**config.mk**
```make
export PLATFORM = sky130hd
export DESIGN_NAME = tm1638_responder_flat
export DESIGN_NICKNAME = d
export VERILOG_FILES = /design/src/rtl/tm1638_responder_pkg.sv /design/src/rtl/tm1638_responder_if.sv /design/src/rtl/tm1638_responder_pin_sync.sv /design/src/rtl/tm1638_responder.sv /design/src/flat_wrapper.sv
export SDC_FILE = /design/constraint.sdc
export NUM_CORES = 1
export LEC_CHECK = 0
export BUFFER_PORTS_ARGS = -buffer_cell sky130_fd_sc_hd__buf_2
export CORE_MARGIN = 10
export CORE_UTILIZATION = 40
export DETAILED_ROUTE_END_ITERATION = 6
export PLACE_DENSITY = 0.57
export SLEW_MARGIN = 10
export SYNTH_ARGS = -nofsm -noshare
export SYNTH_HDL_FRONTEND = slang
export SYNTH_SLANG_ARGS = --single-unit
```
**constraint.sdc**
```tcl
create_clock -name clk -period 5.2 [get_ports clk]
set_input_delay 0.26 -clock clk [delete_from_list [all_inputs] [get_ports clk]]
set_output_delay 0.26 -clock clk [all_outputs]
set_load 0.005 [all_outputs]
```
**src/rtl/tm1638_responder_pkg.sv**
```systemverilog
// Shared TM1638 command encodings and responder FSM state type.
package tm1638_responder_pkg;

  localparam logic [1:0] CMD_DATA = 2'b01;
  localparam logic [1:0] CMD_ADDR = 2'b11;
  localparam logic [1:0] CMD_DISP = 2'b10;

  localparam int BIT_READ    = 1;
  localparam int BIT_FIXED   = 2;
  localparam int BIT_DISP_ON = 3;

  typedef enum logic [2:0] {
    S_IDLE,
    S_CMD,
    S_WDATA,
    S_RDATA,
    S_IGNORE
  } state_t;

  function automatic logic [1:0] cmd_field(input logic [7:0] b);
    return b[7:6];
  endfunction

endpackage

```
**src/rtl/tm1638_responder_if.sv**
```systemverilog
// TM1638 3-wire pin bundle as seen from the master and from the responder.
interface tm1638_responder_if;
  logic stb_n;
  logic sclk_in;
  logic dio_in;
  logic dio_out;
  logic dio_oe;

  modport master (output stb_n, sclk_in, dio_in, input dio_out, dio_oe);
  modport slave  (input stb_n, sclk_in, dio_in, output dio_out, dio_oe);
endinterface

```
**src/rtl/tm1638_responder_pin_sync.sv**
```systemverilog
// Multi-flop input synchronizer with rise/fall pulses on the synchronized copy.
module tm1638_pin_sync #(
  parameter int   SYNC_STAGES = 2,
  parameter logic RST_VAL     = 1'b0
) (
  input  logic clk,
  input  logic rst,
  input  logic d,
  output logic q,
  output logic rise,
  output logic fall
);

  logic [SYNC_STAGES-1:0] chain;
  logic                   prev;

  always_ff @(posedge clk) begin
    if (rst) begin
      chain <= {SYNC_STAGES{RST_VAL}};
      prev  <= RST_VAL;
    end else begin
      chain <= {chain[SYNC_STAGES-2:0], d};
      prev  <= chain[SYNC_STAGES-1];
    end
  end

  assign q    = chain[SYNC_STAGES-1];
  assign rise = q & ~prev;
  assign fall = ~q & prev;

endmodule

```
**src/rtl/tm1638_responder.sv**
```systemverilog
// TM1638 device emulation: decodes master frames into display RAM/control and
// shifts key-scan bytes back on read commands.
module tm1638_responder
  import tm1638_responder_pkg::*;
#(
  parameter int SYNC_STAGES = 2
) (
  input  logic                clk,
  input  logic                rst,
  tm1638_responder_if.slave   pins,
  input  logic [31:0]         keys,
  input  logic [3:0]          ram_raddr,
  output logic [7:0]          ram_rdata,
  output logic                ram_we,
  output logic [3:0]          ram_waddr,
  output logic [7:0]          ram_wdata,
  output logic                display_on,
  output logic [2:0]          brightness
);

  logic stb_q, stb_rise, stb_fall;
  logic sclk_q, sclk_rise, sclk_fall;
  logic dio_s, dio_rise, dio_fall;

  // stb resets low so a strobe already held low through reset never looks like a new frame
  tm1638_pin_sync #(.SYNC_STAGES(SYNC_STAGES), .RST_VAL(1'b0)) u_sync_stb (
    .clk(clk), .rst(rst), .d(pins.stb_n), .q(stb_q), .rise(stb_rise), .fall(stb_fall));
  tm1638_pin_sync #(.SYNC_STAGES(SYNC_STAGES), .RST_VAL(1'b1)) u_sync_sclk (
    .clk(clk), .rst(rst), .d(pins.sclk_in), .q(sclk_q), .rise(sclk_rise), .fall(sclk_fall));
  tm1638_pin_sync #(.SYNC_STAGES(SYNC_STAGES), .RST_VAL(1'b0)) u_sync_dio (
    .clk(clk), .rst(rst), .d(pins.dio_in), .q(dio_s), .rise(dio_rise), .fall(dio_fall));

  logic unused_pins;
  assign unused_pins = &{1'b0, stb_q, sclk_q, dio_rise, dio_fall};

  state_t           state, state_d;
  logic [7:0]       sh;
  logic [2:0]       bit_cnt;
  logic             byte_done;
  logic             mode_read, mode_fixed;
  logic [3:0]       ptr;
  logic [3:0][7:0]  snap;
  logic [2:0]       rd_idx;
  logic [2:0]       rd_bit;
  logic [15:0][7:0] ram;
  logic             cmd_act, wr_act;

  assign ram_rdata = ram[ram_raddr];

  always_ff @(posedge clk) begin
    if (rst) state <= S_IDLE;
    else     state <= state_d;
  end

  always_comb begin
    state_d = state;
    cmd_act = 1'b0;
    wr_act  = 1'b0;
    unique case (state)
      S_IDLE: if (stb_fall) state_d = S_CMD;
      S_CMD: if (byte_done) begin
        cmd_act = 1'b1;
        if (cmd_field(sh) == CMD_DATA && sh[BIT_READ])     state_d = S_RDATA;
        else if (cmd_field(sh) == CMD_ADDR && !mode_read)  state_d = S_WDATA;
        else                                               state_d = S_IGNORE;
      end
      S_WDATA: wr_act = byte_done;
      default: ;
    endcase
    // strobe release wins over anything completing in the same cycle
    if (stb_rise) begin
      state_d = S_IDLE;
      cmd_act = 1'b0;
      wr_act  = 1'b0;
    end
  end

  always_ff @(posedge clk) begin
    if (rst) begin
      sh           <= '0;
      bit_cnt      <= '0;
      byte_done    <= 1'b0;
      mode_read    <= 1'b0;
      mode_fixed   <= 1'b0;
      ptr          <= '0;
      snap         <= '0;
      rd_idx       <= '0;
      rd_bit       <= '0;
      ram          <= '0;
      ram_we       <= 1'b0;
      ram_waddr    <= '0;
      ram_wdata    <= '0;
      display_on   <= 1'b0;
      brightness   <= '0;
      pins.dio_out <= 1'b0;
      pins.dio_oe  <= 1'b0;
    end else begin
      byte_done <= 1'b0;
      if (state == S_IDLE || stb_rise) begin
        bit_cnt <= '0;
      end else if (sclk_rise) begin
        sh        <= {dio_s, sh[7:1]};
        bit_cnt   <= bit_cnt + 3'd1;
        byte_done <= (bit_cnt == 3'd7);
      end

      if (cmd_act) begin
        unique case (cmd_field(sh))
          CMD_DATA: begin
            mode_read  <= sh[BIT_READ];
            mode_fixed <= sh[BIT_FIXED];
            if (sh[BIT_READ]) begin
              snap   <= keys;
              rd_idx <= '0;
              rd_bit <= '0;
            end
          end
          CMD_ADDR: ptr <= sh[3:0];
          CMD_DISP: begin
            display_on <= sh[BIT_DISP_ON];
            brightness <= sh[2:0];
          end
          default: ;
        endcase
      end

      ram_we <= wr_act;
      if (wr_act) begin
        ram_waddr <= ptr;
        ram_wdata <= sh;
        if (!mode_fixed) ptr <= ptr + 4'd1;
      end
      // storage lags the ram_we pulse by one cycle
      if (ram_we) ram[ram_waddr] <= ram_wdata;

      pins.dio_oe <= (state_d == S_RDATA);
      if (state_d != S_RDATA) begin
        pins.dio_out <= 1'b0;
      end else if (state == S_RDATA && sclk_fall) begin
        pins.dio_out <= (rd_idx < 3'd4) ? snap[rd_idx[1:0]][rd_bit] : 1'b0;
        rd_bit       <= rd_bit + 3'd1;
        if (rd_bit == 3'd7 && rd_idx < 3'd4) rd_idx <= rd_idx + 3'd1;
      end
    end
  end

endmodule
```
**src/flat_wrapper.sv**
```systemverilog
// flat-port wrapper written by rule: the top's interface ports become plain ports
module tm1638_responder_flat import tm1638_responder_pkg::*;
#(
  parameter int SYNC_STAGES = 2
)
  (clk, rst, keys, ram_raddr, ram_rdata, ram_we, ram_waddr, ram_wdata, display_on, brightness, pins_stb_n, pins_sclk_in, pins_dio_in, pins_dio_out, pins_dio_oe);
  tm1638_responder_if pins_i ();
  input  logic clk;
  input  logic rst;
  input  logic [31:0] keys;
  input  logic [3:0] ram_raddr;
  output logic [7:0] ram_rdata;
  output logic ram_we;
  output logic [3:0] ram_waddr;
  output logic [7:0] ram_wdata;
  output logic display_on;
  output logic [2:0] brightness;
  input wire logic [$bits(pins_i.stb_n)-1:0] pins_stb_n;
  input wire logic [$bits(pins_i.sclk_in)-1:0] pins_sclk_in;
  input wire logic [$bits(pins_i.dio_in)-1:0] pins_dio_in;
  output wire logic [$bits(pins_i.dio_out)-1:0] pins_dio_out;
  output wire logic [$bits(pins_i.dio_oe)-1:0] pins_dio_oe;
  assign pins_i.stb_n = pins_stb_n;
  assign pins_i.sclk_in = pins_sclk_in;
  assign pins_i.dio_in = pins_dio_in;
  assign pins_dio_out = pins_i.dio_out;
  assign pins_dio_oe = pins_i.dio_oe;
  tm1638_responder #(.SYNC_STAGES(SYNC_STAGES)) u_core (.clk(clk), .rst(rst), .pins(pins_i), .keys(keys), .ram_raddr(ram_raddr), .ram_rdata(ram_rdata), .ram_we(ram_we), .ram_waddr(ram_waddr), .ram_wdata(ram_wdata), .display_on(display_on), .brightness(brightness));
endmodule
```
==> flow_metrics.env <==
export IMPL_status="complete, no violations"
export IMPL_finClkSkew_ns=0.00994
export IMPL_ir_worst_vdd_mv=0.247
export IMPL_dr_total_vias=6542
export IMPL_drive_above_1_share_pct=17.7
export IMPL_synth_area_sq_um=9110
export IMPL_ys_seq_area_share_pct=47.0
export IMPL_ys_ff_latch=214
export IMPL_dieArea_sq_um=29200
export IMPL_first_global_vias=6473
export IMPL_worstSetupStartpointType="input pin"
export IMPL_post_drt_wl_per_cell_um=18.0
export IMPL_dp_final_hpwl_um=14500
export IMPL_pin_count=68
export IMPL_syn2layout_area_growth_pct=17.3
export IMPL_grt_max_degree=89
export IMPL_ys_async_sr_fraction_pct=0
export IMPL_worstSkewPairLatency_ns=0.51
export IMPL_die_w_um=171
export IMPL_yosys_warnings=0
export IMPL_grt_antenna_before_repair=0
export IMPL_antennaDiodeCount=0
export IMPL_final_hold_viol_count=0
export IMPL_worstSetupStartpoint="ram_raddr[0]"
export IMPL_drv_cap=0
export IMPL_rows=55
export IMPL_grt_pass1_wl_um=36600
export IMPL_required_ns=4.94
export IMPL_synth_edf_count=0
export IMPL_netlist_instances=895
export IMPL_synth_flop_cell="dfxtp_1"
export IMPL_postCtsSetupRepairBufs=0
export IMPL_p_leak_nw=4.17
export IMPL_endpoint="ram_rdata[1]"
export IMPL_end_kind="output pin"
export IMPL_rsz0062_at_grt="false"
export IMPL_place_inst=1175
export IMPL_fmax_ghz=0.360
export IMPL_cts_buffer_depth=3
export IMPL_die_y_um=171
export IMPL_cp_max_fo=21
export IMPL_totalWireLength_um=22500
export IMPL_ant_nets=0
export IMPL_final_nets=998
export IMPL_worst_pin_slew_ns=1.16
export IMPL_path_clk_slew_ns=0.06
export IMPL_rr_startpoint="u_core.state[0]"
export IMPL_syn_mean_instance_area_sq_um=10.2
export IMPL_worstPathArrival_ns=2.52
export IMPL_initial_core_util_pct=40.5
export IMPL_finalCritPeriodShare_pct=53.4
export IMPL_drt_drc_violations_left=0
export IMPL_hp_class="input pin to register"
export IMPL_first_pass_iters=4
export IMPL_power_density_nw_per_um2=321
export IMPL_vias_per_cell=5.23
export IMPL_ff2ff_setup_slack_ns=2.83
export IMPL_final_max_slew_violation_count=0
export IMPL_cts_root_buf="clkbuf_16"
export IMPL_setup_tns_ns=0
export IMPL_numClockSinks=214
export IMPL_worstSetupPathType="input pin to output pin"
export IMPL_io_buffers=67
export IMPL_regToRegEndpoint="u_core.snap[21]"
export IMPL_fin_cells=1251
export IMPL_gp_congestion=0.786
export IMPL_cts_buffers=24
export IMPL_cts_max_level=1
export IMPL_cts_tree="yes"
export IMPL_reg2regPathDepth=4
export IMPL_max_slew_margin_pct=22.3
export IMPL_period_minus_slack_ns=2.78
export IMPL_core_area_sq_um=22500
export IMPL_synth_fp_nets=942
export IMPL_grt_use_total_pct=15.6
export IMPL_netlist_cell_type_count=49
export IMPL_setup_violations=0
export IMPL_grt_ovfl_total=0
export IMPL_drt_iter0_markers=379
==> layer usage <==
| layer | vias to the layer above | global-route usage (%) | part of all wire (%) |
|---|---|---|---|
| li1 | 3217 | - | - |
| met1 | 3170 | 21.2 | 47 |
| met2 | 129 | 24.7 | 46 |
| met3 | 26 | 3.27 | 5.3 |
| met4 | 0 | 3.74 | 1.5 |
| met5 | - | 0 | 0 |
==> critical path, cell delays in order <==
cell and delay (ns):
buf_2 0.60, buf_4 0.39, mux4_2 0.54, mux4_2 0.54
buf_2 0.16
==> stage by stage <==
step	worst slack, ns	power [W]	hold WS, ns	instance area (sq um)	utilization, %
5_1_grt	2.27	0.00355	0.157	10700	47.5
2_1_floorplan	3.14	0.00173	0.364	9110	-
3_5_place_dp	2.38	0.00176	0.397	9540	42.4
4_1_cts	2.39	0.00348	0.127	10700	47.5
6_report	2.42	0.00344	0.123	10700	47.5
3_3_place_gp	2.42	0.00176	0.402	9540	42.4
==> worst min-delay path by stage <==
stage | startpoint | to | slack, ns | cells past startpoint
floorplan | pins_sclk_in | u_core.u_sync_sclk.chain[0] | 0.36 | 1
global placement | u_core.u_sync_sclk.chain[0] | u_core.u_sync_sclk.chain[1] | 0.40 | 1
detailed placement | u_core.u_sync_sclk.chain[0] | u_core.u_sync_sclk.chain[1] | 0.40 | 1
CTS | rst | u_core.brightness[0] | 0.13 | 2
global route | rst | u_core.brightness[2] | 0.16 | 2
finish | rst | u_core.brightness[0] | 0.12 | 2
==> power by group <==
part | total (W) | internal, W | switching, W | leakage (nW)
sequential | 0.00164 | 0.00164 | 0.00000186 | 1.72
combinational | 0.0000990 | 0.0000450 | 0.0000540 | 2.04
clock | 0.00169 | 0.00102 | 0.000675 | 0.401
==> repair_timing <==
item                                    in CTS  in global routing
hold buffers                                35                  0
endpoints found under the setup margin       0                  0
resized for setup                            0                  0
endpoints found under the hold margin       35                  0
==> kinds of logic after synthesis <==
kind of cell	after synthesis	share of synthesized area (%)
adders and majority gates	6	0.824
AOI/OAI and AO/OA	67	4.22
DFF	214	47.0
and+or+nand+nor	328	15.9
buffers and inverters	83	3.65
muxes	196	28.3
xor gates and xnor gates	1	0.0962
==> cells in the final DEF (no fill, tap or decap), types with 13 or more instances in the layout <==
| master | Yosys | layout |
|---|---|---|
| a21oi_1 | 48 | 48 |
| buf_2 | 11 | 66 |
| clkbuf_16 | 0 | 25 |
| dfxtp_1 | 214 | 214 |
| dlygate4sd3_1 | 0 | 35 |
| mux2i_1 | 146 | 146 |
| mux4_2 | 49 | 49 |
| nand2_1 | 83 | 83 |
| nand3_1 | 17 | 17 |
| nor2_1 | 165 | 165 |
| nor2b_1 | 13 | 13 |
==> cell usage after synthesis, types with 2 or more instances <==
cell / count / share of area (%)
ha_1: 6 / 0.82
nand4b_1: 3 / 0.29
a31oi_1: 3 / 0.21
inv_1: 5 / 0.21
nor3_1: 5 / 0.27
mux4_2: 49 / 12
or3_1: 6 / 0.41
nand2b_1: 9 / 0.62
buf_2: 11 / 0.60
a211oi_1: 2 / 0.16
and2_1: 3 / 0.21
mux2i_1: 146 / 16
nand3b_1: 4 / 0.33
buf_1: 6 / 0.25
nor2_1: 165 / 6.8
nor4_1: 2 / 0.14
or2_2: 3 / 0.21
o21ai_0: 3 / 0.16
dfxtp_1: 214 / 47
a22o_1: 2 / 0.19
nand2_1: 83 / 3.4
and3_1: 2 / 0.14
nor3b_1: 3 / 0.25
a21oi_1: 48 / 2.6
clkbuf_1: 60 / 2.5
nand3_1: 17 / 0.93
nor2b_1: 13 / 0.89
==> area by class of cell <==
cell class                 instances  area, sq um
inverter                           5         18.8
clock buffer                      32          722
multi-input combinational        598         4490
sequential                       214         4280
tap                              285          357
timing repair buffer             108          737
fill                            2092        11800
clock inverter                     9         76.3
==> sequential cells by signal, indices dropped and copies added, names as in the netlist <==
signal,flops
u_core.bit_cnt,3
u_core.brightness,3
u_core.byte_done,1
u_core.display_on,1
u_core.mode_fixed,1
u_core.mode_read,1
u_core.pins.dio_oe,1
u_core.pins.dio_out,1
u_core.ptr,4
u_core.ram,128
u_core.ram_waddr,4
u_core.ram_wdata,8
u_core.ram_we,1
u_core.rd_bit,3
u_core.rd_idx,3
u_core.sh,8
u_core.snap,32
u_core.state,3
u_core.u_sync_dio.chain,2
u_core.u_sync_sclk.chain,2
u_core.u_sync_sclk.prev,1
u_core.u_sync_stb.chain,2
u_core.u_sync_stb.prev,1
Power figures use the tool's default switching activity.
